==> config.mk <==
export PLATFORM = sky130hd
export DESIGN_NAME = mc_control
export DESIGN_NICKNAME = d
export VERILOG_FILES = /design/src/rtl/mc_pkg.sv /design/src/rtl/mc_decode.sv /design/src/rtl/mc_control.sv
export SDC_FILE = /design/constraint.sdc
export NUM_CORES = 1
export LEC_CHECK = 0
export CORE_MARGIN = 1
export CORE_UTILIZATION = 37
export CTS_CLUSTER_SIZE = 30
export DETAILED_ROUTE_END_ITERATION = 7
export PLACE_DENSITY = 0.76
export SLEW_MARGIN = 10
export SYNTH_ARGS = -nofsm -noshare
export SYNTH_HDL_FRONTEND = slang
export SYNTH_HIERARCHICAL = 1
export SYNTH_SLANG_ARGS = --single-unit
==> constraint.sdc <==
create_clock -name clk -period 1.5 [get_ports clk]
set_input_delay 0.3 -clock clk [delete_from_list [all_inputs] [get_ports clk]]
set_output_delay 0.3 -clock clk [all_outputs]
set_load 0.005 [all_outputs]
==> src/rtl/mc_pkg.sv <==
// mc_pkg: shared states, opcodes and datapath control encodings for mc_control
package mc_pkg;

    typedef enum logic [3:0] {
        S_FETCH, S_DECODE, S_MEM_ADDR, S_MEM_RD, S_MEM_WB, S_MEM_WR, S_R_EXEC,
        S_R_WB, S_I_EXEC, S_I_WB, S_BRANCH, S_JUMP, S_JR, S_TRAP
    } state_t;

    localparam logic [5:0] OP_RTYPE  = 6'b000000;
    localparam logic [5:0] OP_REGIMM = 6'b000001;
    localparam logic [5:0] OP_J      = 6'b000010;
    localparam logic [5:0] OP_JAL    = 6'b000011;
    localparam logic [5:0] OP_BEQ    = 6'b000100;
    localparam logic [5:0] OP_BNE    = 6'b000101;
    localparam logic [5:0] OP_BLEZ   = 6'b000110;
    localparam logic [5:0] OP_BGTZ   = 6'b000111;
    localparam logic [5:0] OP_ADDI   = 6'b001000;
    localparam logic [5:0] OP_ANDI   = 6'b001100;
    localparam logic [5:0] OP_ORI    = 6'b001101;
    localparam logic [5:0] OP_LW     = 6'b100011;
    localparam logic [5:0] OP_SW     = 6'b101011;
    localparam logic [5:0] FN_JR     = 6'b001000;
    localparam logic [4:0] RT_BLTZ   = 5'b00000;
    localparam logic [4:0] RT_BGEZ   = 5'b00001;

    localparam logic [2:0] ALU_ADD   = 3'b000;
    localparam logic [2:0] ALU_SUB   = 3'b001;
    localparam logic [2:0] ALU_RTYPE = 3'b010;
    localparam logic [2:0] ALU_OR    = 3'b100;
    localparam logic [2:0] ALU_AND   = 3'b101;

    localparam logic [1:0] PCS_ALU    = 2'b00;
    localparam logic [1:0] PCS_ALUOUT = 2'b01;
    localparam logic [1:0] PCS_JUMP   = 2'b10;
    localparam logic [1:0] PCS_RS     = 2'b11;

    localparam logic [1:0] RD_RT = 2'b00;
    localparam logic [1:0] RD_RD = 2'b01;
    localparam logic [1:0] RD_RA = 2'b10;

    localparam logic [1:0] MTR_ALUOUT = 2'b00;
    localparam logic [1:0] MTR_MDR    = 2'b01;
    localparam logic [1:0] MTR_PC     = 2'b10;

    localparam logic [1:0] SRCB_B    = 2'b00;
    localparam logic [1:0] SRCB_4    = 2'b01;
    localparam logic [1:0] SRCB_IMM  = 2'b10;
    localparam logic [1:0] SRCB_IMM4 = 2'b11;

    localparam logic [2:0] BT_BEQ  = 3'b100;
    localparam logic [2:0] BT_BGEZ = 3'b110;
    localparam logic [2:0] BT_BGTZ = 3'b010;
    localparam logic [2:0] BT_BLEZ = 3'b101;
    localparam logic [2:0] BT_BLTZ = 3'b001;
    localparam logic [2:0] BT_BNE  = 3'b111;

    // instruction-class one-hot bit positions
    localparam int C_LW  = 0;
    localparam int C_SW  = 1;
    localparam int C_R   = 2;
    localparam int C_JR  = 3;
    localparam int C_IMM = 4;
    localparam int C_BR  = 5;
    localparam int C_J   = 6;
    localparam int C_JAL = 7;
    localparam int C_W   = 8;

    function automatic logic [2:0] branch_type_of(input logic [5:0] op, input logic [4:0] rt);
        return op == OP_BNE    ? BT_BNE  :
               op == OP_BLEZ   ? BT_BLEZ :
               op == OP_BGTZ   ? BT_BGTZ :
               op == OP_REGIMM ? (rt == RT_BGEZ ? BT_BGEZ : BT_BLTZ) : BT_BEQ;
    endfunction

endpackage

==> src/rtl/mc_decode.sv <==
// mc_decode: opcode/funct/rt to instruction-class one-hot; EXT_BRANCH_EN adds bne/blez/bgtz/bltz/bgez
module mc_decode
    import mc_pkg::*;
(
    input  logic [5:0]     i_opcode,
    input  logic [5:0]     i_funct,
    input  logic [4:0]     i_rt,
    output logic [C_W-1:0] o_cls
);

`ifdef EXT_BRANCH_EN
    localparam logic EXT = 1'b1;
`else
    localparam logic EXT = 1'b0;
`endif

    logic w_rtype;
    logic w_ext_br;

    // classify the instruction; an all-zero class vector means unsupported
    always_comb begin
        w_rtype        = i_opcode == OP_RTYPE;
        w_ext_br       = (i_opcode inside {OP_BNE, OP_BLEZ, OP_BGTZ}) ||
                         (i_opcode == OP_REGIMM && (i_rt inside {RT_BLTZ, RT_BGEZ}));
        o_cls          = '0;
        o_cls[C_LW]    = i_opcode == OP_LW;
        o_cls[C_SW]    = i_opcode == OP_SW;
        o_cls[C_R]     = w_rtype && i_funct != FN_JR;
        o_cls[C_JR]    = w_rtype && i_funct == FN_JR;
        o_cls[C_IMM]   = i_opcode inside {OP_ADDI, OP_ANDI, OP_ORI};
        o_cls[C_BR]    = i_opcode == OP_BEQ || (EXT && w_ext_br);
        o_cls[C_J]     = i_opcode == OP_J;
        o_cls[C_JAL]   = i_opcode == OP_JAL;
    end

endmodule

==> src/rtl/mc_control.sv <==
// mc_control: multi-cycle MIPS control FSM with memory ready/timeout and sticky trap; EXT_BRANCH_EN enables extended branches
module mc_control
    import mc_pkg::*;
#(
    parameter  int MEM_TIMEOUT = 15,
    localparam int CNT_W       = $clog2(MEM_TIMEOUT + 1)
) (
    input  logic       clk,
    input  logic       rst_n,
    input  logic [5:0] opcode,
    input  logic [5:0] funct,
    input  logic [4:0] rt,
    input  logic       mem_ready,
    output logic       pc_write,
    output logic       pc_write_cond,
    output logic [2:0] branch_type,
    output logic [1:0] pc_source,
    output logic       iord,
    output logic       mem_read,
    output logic       mem_write,
    output logic       ir_write,
    output logic [1:0] reg_dst,
    output logic [1:0] mem_to_reg,
    output logic       reg_write,
    output logic       alu_src_a,
    output logic [1:0] alu_src_b,
    output logic [2:0] alu_op,
    output logic       trap,
    output logic [3:0] state_o
);

    state_t           r_state;
    logic [CNT_W-1:0] r_cnt;
    logic [C_W-1:0]   w_cls;
    logic             w_timeout;

    mc_decode u_decode (
        .i_opcode (opcode),
        .i_funct  (funct),
        .i_rt     (rt),
        .o_cls    (w_cls)
    );

    assign w_timeout = r_cnt == CNT_W'(MEM_TIMEOUT);
    assign state_o   = r_state;

    // state sequencing; the wait counter is zero except while a memory access stalls
    always_ff @(posedge clk or negedge rst_n) begin
        if (!rst_n) begin
            r_state <= S_FETCH;
            r_cnt   <= '0;
        end else begin
            r_cnt <= '0;
            case (r_state)
                S_FETCH, S_MEM_RD, S_MEM_WR: begin
                    if (mem_ready)
                        r_state <= r_state == S_FETCH  ? S_DECODE :
                                   r_state == S_MEM_RD ? S_MEM_WB : S_FETCH;
                    else if (w_timeout)
                        r_state <= S_TRAP;
                    else
                        r_cnt <= r_cnt + CNT_W'(1);
                end
                S_DECODE:
                    r_state <= (w_cls[C_LW] || w_cls[C_SW]) ? S_MEM_ADDR :
                               w_cls[C_R]                   ? S_R_EXEC   :
                               w_cls[C_JR]                  ? S_JR       :
                               w_cls[C_IMM]                 ? S_I_EXEC   :
                               w_cls[C_BR]                  ? S_BRANCH   :
                               (w_cls[C_J] || w_cls[C_JAL]) ? S_JUMP     : S_TRAP;
                S_MEM_ADDR: r_state <= w_cls[C_LW] ? S_MEM_RD : S_MEM_WR;
                S_R_EXEC:   r_state <= S_R_WB;
                S_I_EXEC:   r_state <= S_I_WB;
                S_TRAP:     r_state <= S_TRAP;
                default:    r_state <= S_FETCH;
            endcase
        end
    end

    // datapath controls from the current state; only the FETCH IR/PC load follows mem_ready
    always_comb begin
        pc_write      = 1'b0;
        pc_write_cond = 1'b0;
        branch_type   = 3'b000;
        pc_source     = PCS_ALU;
        iord          = 1'b0;
        mem_read      = 1'b0;
        mem_write     = 1'b0;
        ir_write      = 1'b0;
        reg_dst       = RD_RT;
        mem_to_reg    = MTR_ALUOUT;
        reg_write     = 1'b0;
        alu_src_a     = 1'b0;
        alu_src_b     = SRCB_B;
        alu_op        = ALU_ADD;
        trap          = 1'b0;
        case (r_state)
            S_FETCH: begin
                mem_read  = 1'b1;
                alu_src_b = SRCB_4;
                ir_write  = mem_ready;
                pc_write  = mem_ready;
            end
            S_DECODE: alu_src_b = SRCB_IMM4;
            S_MEM_ADDR: begin
                alu_src_a = 1'b1;
                alu_src_b = SRCB_IMM;
            end
            S_MEM_RD: begin
                mem_read = 1'b1;
                iord     = 1'b1;
            end
            S_MEM_WB: begin
                reg_write  = 1'b1;
                mem_to_reg = MTR_MDR;
            end
            S_MEM_WR: begin
                mem_write = 1'b1;
                iord      = 1'b1;
            end
            S_R_EXEC: begin
                alu_src_a = 1'b1;
                alu_op    = ALU_RTYPE;
            end
            S_R_WB: begin
                reg_write = 1'b1;
                reg_dst   = RD_RD;
            end
            S_I_EXEC: begin
                alu_src_a = 1'b1;
                alu_src_b = SRCB_IMM;
                alu_op    = opcode == OP_ANDI ? ALU_AND : opcode == OP_ORI ? ALU_OR : ALU_ADD;
            end
            S_I_WB: reg_write = 1'b1;
            S_BRANCH: begin
                alu_src_a     = 1'b1;
                alu_op        = ALU_SUB;
                pc_write_cond = 1'b1;
                pc_source     = PCS_ALUOUT;
                branch_type   = branch_type_of(opcode, rt);
            end
            S_JUMP: begin
                pc_write   = 1'b1;
                pc_source  = PCS_JUMP;
                reg_write  = w_cls[C_JAL];
                reg_dst    = w_cls[C_JAL] ? RD_RA : RD_RT;
                mem_to_reg = w_cls[C_JAL] ? MTR_PC : MTR_ALUOUT;
            end
            S_JR: begin
                pc_write  = 1'b1;
                pc_source = PCS_RS;
            end
            S_TRAP: trap = 1'b1;
            default: ;
        endcase
    end

endmodule

==> out/results.tsv, run 1 <==
metric	value	unit
DP Wirelength	2870	um
syn_nets	161	
Synth Area per Inst	7.38	um2
synth unique cells	51	
clock root cell	clkbuf_4	
sequential-to-total area share from yosys stat	19.4	%
Post-CTS Hold Fix Bufs	0	
outcome	stopped before the end	
number of flops mapped to enable cells by yosys	0	
Row Count	18	
largest net degree at the start of global routing	11	
Synth Instances	140	
synth warn	6	
synth top area cells	dfrtp_1 19%, nor2_1 5.8%, nor3_1 4.4%	
grt total ovfl	86	
area leader, netlist	dfrtp_1	
All-Layer GR Usage	72.7	%
Post-Syn Area	1030	um2
Initial Utilization	40.3	%
CTS Buffer Depth	2	
worst_ep grt	branch_type[0]	
Async SR Flop Fraction	100	%
GP Congestion	0.929	
clock sink count	8	
Port-buffer cells	46	
WEP type	output port	
Tool Error	[ERROR GRT-0232] Routing congestion too high. Check the congestion heatmap in the GUI.	
Yosys top cell area share	19.4	%
die width	54.9	um
register bit total from synthesis	8	
H-Tree Depth	1	
main flop type after synthesis	dfrtp_1	
Fail Step	global routing (5_1_grt)	
# IOs	47	
CTS Buf Count	3	
die extent in y	54.9	um
[metal layers]
metal / GRT overflow / global-route usage [%]
met1: 0 / 65.9
met3: 1 / 36.9
met5: 0 / 4.17
met2: 50 / 102
met4: 35 / 97.0
[logic make-up after synthesis]
| group | Yosys count | share of synthesized area [%] |
|---|---|---|
| XOR/XNOR | 5 | 4.96 |
| multiplexers | 1 | 1.09 |
| AO/OA/AOI/OAI | 31 | 22.4 |
| adder cells (fa/ha/maj) | 1 | 1.21 |
| AND/OR/NAND/NOR | 81 | 45.2 |
| buffers and inverters | 13 | 5.81 |
| flip-flops | 8 | 19.4 |
[synth_stat cells, types with 2 or more instances]
master,number
nor2_1,16
nor3_1,9
a21oi_1,8
dfrtp_1,8
nand2_1,7
nor4_1,7
buf_2,6
and2_1,5
nand2b_1,5
nor2b_1,5
o21ai_0,5
and3_1,4
nand3_1,4
nor3b_1,4
clkbuf_1,3
inv_1,3
or2_2,3
o32a_1,2
or4_4,2
xnor2_1,2
xor2_1,2
[per-stage QoR]
step	setup slack (ns)	hold slack, ns	utilization (%)	std cells	area (um2)
2_1_floorplan	-0.224	0.00441	-	140	1060
3_3_place_gp	-0.968	0.443	70.8	249	1820
3_5_place_dp	-0.974	0.460	70.8	249	1820
4_1_cts	-0.326	0.320	90.4	285	2320
[timing repair]
| item | in CTS |
|---|---|
| gates resized for setup | 201 |
| buffers inserted | 33 |
| endpoints found under the setup margin | 35 |
| pin swaps | 36 |
| cloned | 1 |
| hold endpoints to repair | 0 |
==> run 2, diff against run 1 <==
- CORE_AREA: not set -> 2 2 63 65
- CORE_MARGIN: 1 -> not set
- CORE_UTILIZATION: 37 -> not set
- CTS_CLUSTER_SIZE: 30 -> not set
- DIE_AREA: not set -> 0 0 65 67
- PLACE_DENSITY: 0.76 -> not set
- PLACE_DENSITY_LB_ADDON: not set -> 0.15
- clock period: 1.5 -> 1.95 ns (I/O delays scaled with it)
==> out/results.tsv, run 2 <==
metric	value	unit
synth warn	6	
register bit total from synthesis	8	
Final Hold Viols	0	
top cells by count, synth	16 x nor2_1, 9 x nor3_1, 8 x a21oi_1, 8 x dfrtp_1	
first-pass GRT wire length	6320	um
# IOs	47	
syn_nets	161	
Routed WL per cell	14.0	um
Req. time, crit path	2.06	ns
Clock Power Share	8.0	%
main flop type after synthesis	dfrtp_1	
initial antenna violation count	0	
Core Region	3610	um2
Synth Area per Inst	7.38	um2
synth top area cells	dfrtp_1 19%, nor2_1 5.8%, nor3_1 4.4%	
Setup WS pre-CTS	-0.709	ns
CTS tree	built	
DR iter-0 viols	50	
H-Tree Depth	1	
fmax	0.513	GHz
Nets	265	
DP Wirelength	2800	um
Sw Share	41.0	%
Setup CP Type	in -> reg	
clock root cell	clkbuf_8	
Post-route DRC	0	
Detail Route Antenna Nets	0	
worst-path fanout max	4	
Row Count	22	
largest net degree at the start of global routing	15	
area leader, netlist	dfrtp_1	
Async SR Flop Fraction	100	%
via/cell ratio	5.14	
final critical-path required period	1.95	ns
reg2reg setup slack	0.03	ns
Final WS setup	0.00117	ns
VDD IR max	527	uV
synth unique cells	51	
Comb power frac	80.4	%
CTS Buf Count	3	
clk slew on worst S/H paths	0.04	ns
Ant. Diodes	0	
GP Congestion	0.850	
Die ar.	4360	um2
commonest non-fill, non-tap cell in the layout	buf_4	
Reg power frac	11.6	%
Layout area overhead	107	%
Worst Path Arrival	2.06	ns
Post-Syn Area	1030	um2
max-cap viol count	0	
grt total ovfl	0	
unrepaired setup endpoints after global routing	true	
TritonRoute pass-1 iters	4	
Initial Utilization	28.7	%
Setup crit end kind	flip-flop	
Psw	1.04	mW
worst slew pin tran	0.381	ns
Slew Limit Headroom	73.9	%
endpoints failing setup	0	
vias in the first global route	1420	
Power Total	2.54	mW
All-Layer GR Usage	18.6	%
number of flops mapped to enable cells by yosys	0	
Yosys top cell area share	19.4	%
most frequent cell after synthesis	nor2_1	
cell-internal power	1.50	mW
final worst-path cycle share	99.9	%
sequential-to-total area share from yosys stat	19.4	%
Hold WC Path Type	in -> async	
die extent in y	67	um
Setup TNS	0	ns
share of cells above drive strength 1	48.8	%
Synth Instances	140	
Leak Pwr	1.05	nW
via count	1492	
die width	65	um
worst hold margin	0.432	ns
outcome	finished clean	
clock latency at the later pin of the worst-skew pair	0.23	ns
most frequent cells in the layout	54 x buf_4, 16 x dlygate4sd2_1, 13 x nor2_1	
clock sink count	8	
final WL	4070	um
CP Launch Type	input pin	
fin. max-slew vios	0	
PD cells	1190	nW/um2
Port-buffer cells	46	
CTS Buffer Depth	2	
Post-CTS Hold Fix Bufs	0	
clk_skew	0.00290	ns
[run 2: cell counts after synthesis]
Identical to the previous run, type by type.
[run 2: repair_timing]
item | 4_1_cts | 5_1_grt
gates resized for setup | 92 | 32
pin swaps | 23 | 5
setup buffers | 16 | 5
endpoints found under the setup margin | 26 | 13
[run 2: layout make-up]
type	instances	area, um2
Fill cell	348	1470
Timing Repair Buffer	109	903
Clock buffer	3	41.3
Sequential cell	8	203
Multi-Input combinational cell	119	917
Inverter	3	11.3
Tap cell	48	60.1
[run 2: worst max-delay path, stage by stage]
cell and delay (ns):
buf_8 0.10, buf_6 0.11, or4_4 0.56, buf_6 0.14, a211oi_4 0.23, nor3_4 0.08
a32oi_2 0.22, o32a_1 0.19, a21oi_1 0.05
[run 2: stage by stage]
| step | instances | area (um2) | util, % |
|---|---|---|---|
| final | 290 | 2140 | 59.2 |
| after global routing | 290 | 2140 | 59.2 |
| after CTS | 285 | 2040 | 56.5 |
| after detailed placement | 266 | 1820 | 50.5 |
| after global placement | 266 | 1820 | 50.5 |
| after floorplan | 140 | 1030 | - |
[run 2: final timing paths]
path                                        start                      to  cells after the start
setup / recovery                        opcode[3]  state_o[3]$_DFFE_PN0P_                      9
hold / removal                              rst_n      r_cnt[0]$_DFF_PN0_                      1
setup reg to reg           state_o[1]$_DFFE_PN0P_  state_o[2]$_DFFE_PN0P_                      6
hold reg to reg                r_cnt[0]$_DFF_PN0_      r_cnt[0]$_DFF_PN0_                      1
max in group asynchronous                   rst_n  state_o[0]$_DFFE_PN0P_                      1
min in group clk               r_cnt[0]$_DFF_PN0_      r_cnt[0]$_DFF_PN0_                      1
[run 2: logic make-up (layout without fill, tap and decap cells)]
kind of cell | count (synthesis) | in the layout | synth area share, %
and+or+nand+nor | 81 | 81 | 45.2
AOI/OAI and AO/OA | 31 | 31 | 22.4
buffers and inverters | 13 | 115 | 5.81
DFF | 8 | 8 | 19.4
xor gates and xnor gates | 5 | 5 | 4.96
adders and majority gates | 1 | 1 | 1.21
muxes | 1 | 1 | 1.09
[run 2: power groups by stage]
stage / clock network [mW] / registers [mW] / logic, mW
detailed placement: 0 / 0.275 / 1.81
global placement: 0 / 0.272 / 1.77
floorplan: 0 / 0.281 / 0.883
CTS: 0.210 / 0.282 / 1.92
global route: 0.222 / 0.303 / 2.21
finish: 0.203 / 0.296 / 2.04
[run 2: metal layers]
metal / GRT usage (%) / up-vias / wire length (um)
met2: 35.1 / 47 / 2160
li1: - / 715 / -
met1: 21.2 / 719 / 1630
met3: 1.18 / 11 / 159
met4: 8.51 / 0 / 114
met5: 0 / - / 0
No activity file was read; power rests on OpenSTA's default activity.
==> run 3, diff against run 2 <==
- ABC_AREA: not set -> 1
==> out/results.tsv, run 3 <==
metric	value	unit
cell area after layout	1940	um2
Post-route DRC	0	
most frequent cells in the layout	38 x buf_4, 37 x nand2_1, 32 x inv_1	
endpoints failing setup	0	
synth top area cells	dfrtp_1 19%, nand2_1 15%, inv_1 12%	
commonest non-fill, non-tap cell in the layout	buf_4	
worst-path fanout max	3	
fillers	384	
Slew Limit Headroom	76.3	%
synth warn	6	
Async SR Flop Fraction	100	%
clock sink count	8	
VDD IR max	814	uV
final critical-path required period	1.88	ns
All-Layer GR Usage	14.7	%
Synth Instances	177	
grt peak-use layer	met2	
clk slew on worst S/H paths	0.04	ns
largest net degree at the start of global routing	9	
clock root cell	clkbuf_8	
reg2reg start	state_o[1]$_DFFE_PN0P_	
Ant. Diodes	0	
GP Congestion	0.741	
# IOs	47	
syn_nets	198	
CTS Buf Count	3	
TritonRoute pass-1 iters	4	
Worst Path Arrival	1.49	ns
area leader, netlist	dfrtp_1	
Detail Route Antenna Nets	0	
first-pass GRT wire length	5130	um
synth unique cells	26	
Setup TNS	0	ns
Die ar.	4360	um2
die extent in y	67	um
final WL	2980	um
M3 GR Usage	2.03	%
GR met2 Demand/Resource	27.3	%
H-Tree Depth	1	
unrepaired setup endpoints after global routing	true	
vias in the first global route	1264	
area of the multi-input gates	764	um2
Power Total	1.74	mW
Yosys top cell area share	19.3	%
sequential-to-total area share from yosys stat	19.3	%
fin. max-slew vios	0	
CTS Buffer Depth	2	
Hold WC Path Type	in -> async	
CP Launch Type	flip-flop	
most frequent cell after synthesis	nand2_1	
via/cell ratio	4.21	
Setup CP Type	reg -> out	
Port-buffer cells	46	
DR iter-0 viols	26	
reg2reg setup slack	0.52	ns
Final Hold Viols	0	
Routed WL per cell	9.54	um
outcome	finished clean	
initial antenna violation count	0	
Worst Setup SP	state_o[3]$_DFFE_PN0P_	
Row Count	22	
Placed Instance Area	1780	um2
DP Wirelength	2580	um
CTS tree	built	
PD cells	898	nW/um2
max-cap viol count	0	
number of flops mapped to enable cells by yosys	0	
via count	1315	
register area	204	um2
share of cells above drive strength 1	35.6	%
top cells by count, synth	42 x nand2_1, 32 x inv_1, 31 x nor2_1	
die width	65	um
Synth Area per Inst	5.87	um2
Req. time, crit path	1.56	ns
met1 GRT Util	17.5	%
Layout area overhead	87.0	%
main flop type after synthesis	dfrtp_1	
register bit total from synthesis	8	
clock latency at the later pin of the worst-skew pair	0.22	ns
final worst-path cycle share	96.2	%
worst slew pin tran	0.355	ns
grt total ovfl	0	
worst hold margin	0.442	ns
Nets	287	
Setup crit end kind	output port	
Post-CTS Hold Fix Bufs	0	
Post-Syn Area	1040	um2
Initial Utilization	28.8	%
clk_skew	0.000807	ns
Core Region	3610	um2
fmax	0.533	GHz
Leak Pwr	1.16	nW
run 3: changes by cell type in the layout (fill, tap and decap cells not counted), sizes merged, moves of 7 or more:
cell | previous run | this run
buf | 75 | 44
nor2 | 16 | 41
nor4 | 7 | 0
inv | 3 | 37
nand2 | 8 | 48
nand3 | 4 | 16
run 3: path summary, 6_finish.rpt:
kind                                     endpoint  depth (start not counted)
setup / recovery                     alu_src_b[1]                          7
hold / removal                 r_cnt[3]$_DFF_PN0_                          1
setup reg to reg           state_o[2]$_DFFE_PN0P_                          9
hold reg to reg                r_cnt[0]$_DFF_PN0_                          1
max in group asynchronous  state_o[0]$_DFFE_PN0P_                          1
min in group clk               r_cnt[0]$_DFF_PN0_                          1
run 3: power by group:
part / switching [mW] / total (mW) / internal (mW)
logic: 0.605 / 1.27 / 0.664
clock network: 0.0601 / 0.193 / 0.133
registers: 0.0640 / 0.282 / 0.218
run 3: critical path, cell delays in order (launching register included):
cell and delay, ns:
dfrtp_1 0.39, buf_4 0.15, nor2_4 0.15, buf_4 0.14, buf_4 0.10, o21ai_1 0.05, nand2_1 0.07, clkdlybuf4s15_1 0.21
run 3: through the flow:
stage | std cells | utilization (%) | setup WS (ns)
2_1_floorplan | 177 | - | 0.442
3_3_place_gp | 300 | 49.3 | -0.536
3_5_place_dp | 300 | 49.3 | -0.549
4_1_cts | 307 | 51.7 | -0.207
5_1_grt | 312 | 53.9 | -0.00228
6_report | 312 | 53.9 | 0.0748
run 3: logic make-up (layout without fill, tap and decap cells):
kind of cell | after synthesis | count (layout) | share of synthesized area, %
adders and majority gates | 1 | 1 | 1.20
AOI/OAI and AO/OA | 8 | 8 | 4.94
buffers and inverters | 38 | 125 | 14.1
xor gates and xnor gates | 2 | 2 | 1.69
and+or+nand+nor | 120 | 120 | 58.8
DFF | 8 | 8 | 19.3
run 3: metal layers:
layer / vias up / wire, um
li1: 719 / -
met1: 567 / 1350
met5: - / 0
met2: 27 / 1470
met4: 0 / 18
met3: 2 / 143
run 3: what timing repair did:
action,in CTS,in global routing
endpoints found under the hold margin,0,0
setup buffers,4,6
pin swaps,7,7
endpoints found under the setup margin,23,15
gates resized for setup,53,21
run 3: cell type report:
| type | count | share of cell area (%) |
|---|---|---|
| multi-input combinational | 131 | 39.4 |
| timing repair buffer | 85 | 37.8 |
| sequential | 8 | 10.5 |
| inverter | 37 | 7.15 |
| tap | 48 | 3.09 |
| clock buffer | 3 | 2.13 |
==> run 4, diff against run 3 <==
- TNS_END_PERCENT: not set -> 30
==> out/results.tsv, run 4 (synthesis gave the netlist of run 3 again) <==
metric	value	unit
Power Total	1.71	mW
Detail Route Antenna Nets	0	
share of cells above drive strength 1	35.9	%
PD cells	890	nW/um2
unrepaired setup endpoints after global routing	true	
clock latency at the later pin of the worst-skew pair	0.22	ns
Leak Pwr	1.13	nW
largest net degree at the start of global routing	9	
Setup crit end kind	output port	
clk slew on worst S/H paths	0.04	ns
vias in the first global route	1257	
Worst Path Arrival	1.62	ns
via count	1298	
All-Layer GR Usage	14.7	%
clock sink count	8	
Req. time, crit path	1.56	ns
worst slew pin tran	0.368	ns
Sw Share	42.0	%
first-pass GRT wire length	5130	um
Post-Place Cells	300	
clock root cell	clkbuf_8	
commonest non-fill, non-tap cell in the layout	nand2_1	
Ant. Diodes	0	
Hold WC Path Type	in -> async	
most frequent cells in the layout	37 x nand2_1, 36 x buf_4, 30 x inv_1	
Port-buffer cells	46	
die width	65	um
final critical-path required period	2.01	ns
H-Tree Depth	1	
Nets	285	
Core Region	3610	um2
Final Non-Filler Cells	310	
Setup CP Type	reg -> out	
clk_skew	0.000807	ns
failing checks	setup timing	
final worst-path cycle share	103	%
# IOs	47	
Routed WL per cell	9.63	um
Row Count	22	
final WL	2990	um
post-layout util	53.1	%
CTS Buf Count	3	
DR iter-0 viols	19	
CP Launch Type	flip-flop	
initial antenna violation count	0	
die extent in y	67	um
cell-internal power	0.989	mW
fin. max-slew vios	0	
VDD IR max	818	uV
DP Wirelength	2580	um
Die ar.	4360	um2
Clock Power Share	11.3	%
Setup WS pre-CTS	-0.549	ns
Post-CTS Hold Fix Bufs	0	
Slew Limit Headroom	75.4	%
Final WS setup	-0.0609	ns
GP Congestion	0.741	
via/cell ratio	4.19	
Reg power frac	16.5	%
CTS Buffer Depth	2	
Post-route DRC	0	
Psw	0.716	mW
max-cap viol count	0	
endpoints failing setup	2	
TritonRoute pass-1 iters	4	
cell area after layout	1920	um2
Layout area overhead	84.5	%
Final Hold Viols	0	
grt total ovfl	0	
R2R cell count	9	
Comb power frac	72.2	%
worst-path fanout max	3	
Initial Utilization	28.8	%
CTS tree	built	
fmax	0.497	GHz
Setup TNS	-0.120	ns
worst hold margin	0.447	ns
outcome	finished, violations left	
Placed Instance Area	1780	um2
[run 4: cell count changes in the layout (fill, tap and decap cells not counted), sizes merged]
cell,previous run,this run
clkdlybuf4s50,13,17
buf,44,40
dlymetal6s2s,7,6
clkbuf,3,5
clkdlybuf4s15,3,2
dlygate4sd2,18,16
[run 4: layer usage]
| layer | vias up | part of all wire, % | global-route usage [%] |
|---|---|---|---|
| li1 | 714 | - | - |
| met1 | 555 | 45 | 17.6 |
| met3 | 2 | 4.8 | 2.03 |
| met2 | 27 | 50 | 27.2 |
| met5 | - | 0 | 0 |
| met4 | 0 | 0.60 | 3.99 |
[run 4: layout make-up]
| cell class | count | area, um2 |
|---|---|---|
| fillers | 384 | 1690 |
| multi-input cells | 131 | 758 |
| repair buffers | 83 | 713 |
| flip-flops and latches | 8 | 204 |
| inverters | 37 | 139 |
| well taps | 48 | 60.1 |
| clock buffers | 3 | 41.3 |
[run 4: worst max-delay path: stages, from the launching register on]
cell	delay (ns)
dfrtp_1	0.39
buf_4	0.15
nor2_4	0.10
inv_1	0.06
nor2_2	0.10
buf_4	0.11
clkdlybuf4s50_1	0.48
[run 4: power by group through the flow]
stage	clock network [mW]	logic (mW)	registers, mW
floorplan	0	0.548	0.287
CTS	0.199	1.18	0.278
detailed placement	0	1.20	0.276
global route	0.207	1.37	0.285
finish	0.193	1.23	0.281
global placement	0	1.19	0.275
[run 4: worst paths after layout]
check / start / endpoint / slack [ns]
max: state_o[3]$_DFFE_PN0P_ / mem_to_reg[0] / -0.06
min: rst_n / r_cnt[2]$_DFF_PN0_ / 0.45
max reg2reg: state_o[1]$_DFFE_PN0P_ / state_o[2]$_DFFE_PN0P_ / 0.55
min reg2reg: r_cnt[0]$_DFF_PN0_ / r_cnt[0]$_DFF_PN0_ / 0.46
max in group asynchronous: rst_n / state_o[0]$_DFFE_PN0P_ / 1.21
min in group clk: r_cnt[0]$_DFF_PN0_ / r_cnt[0]$_DFF_PN0_ / 0.46
[run 4: what timing repair did]
action,CTS,global route
gates resized for setup,51,19
setup buffers,2,5
pin swaps,6,3
endpoints found under the setup margin,23,15
hold endpoints to repair,0,0
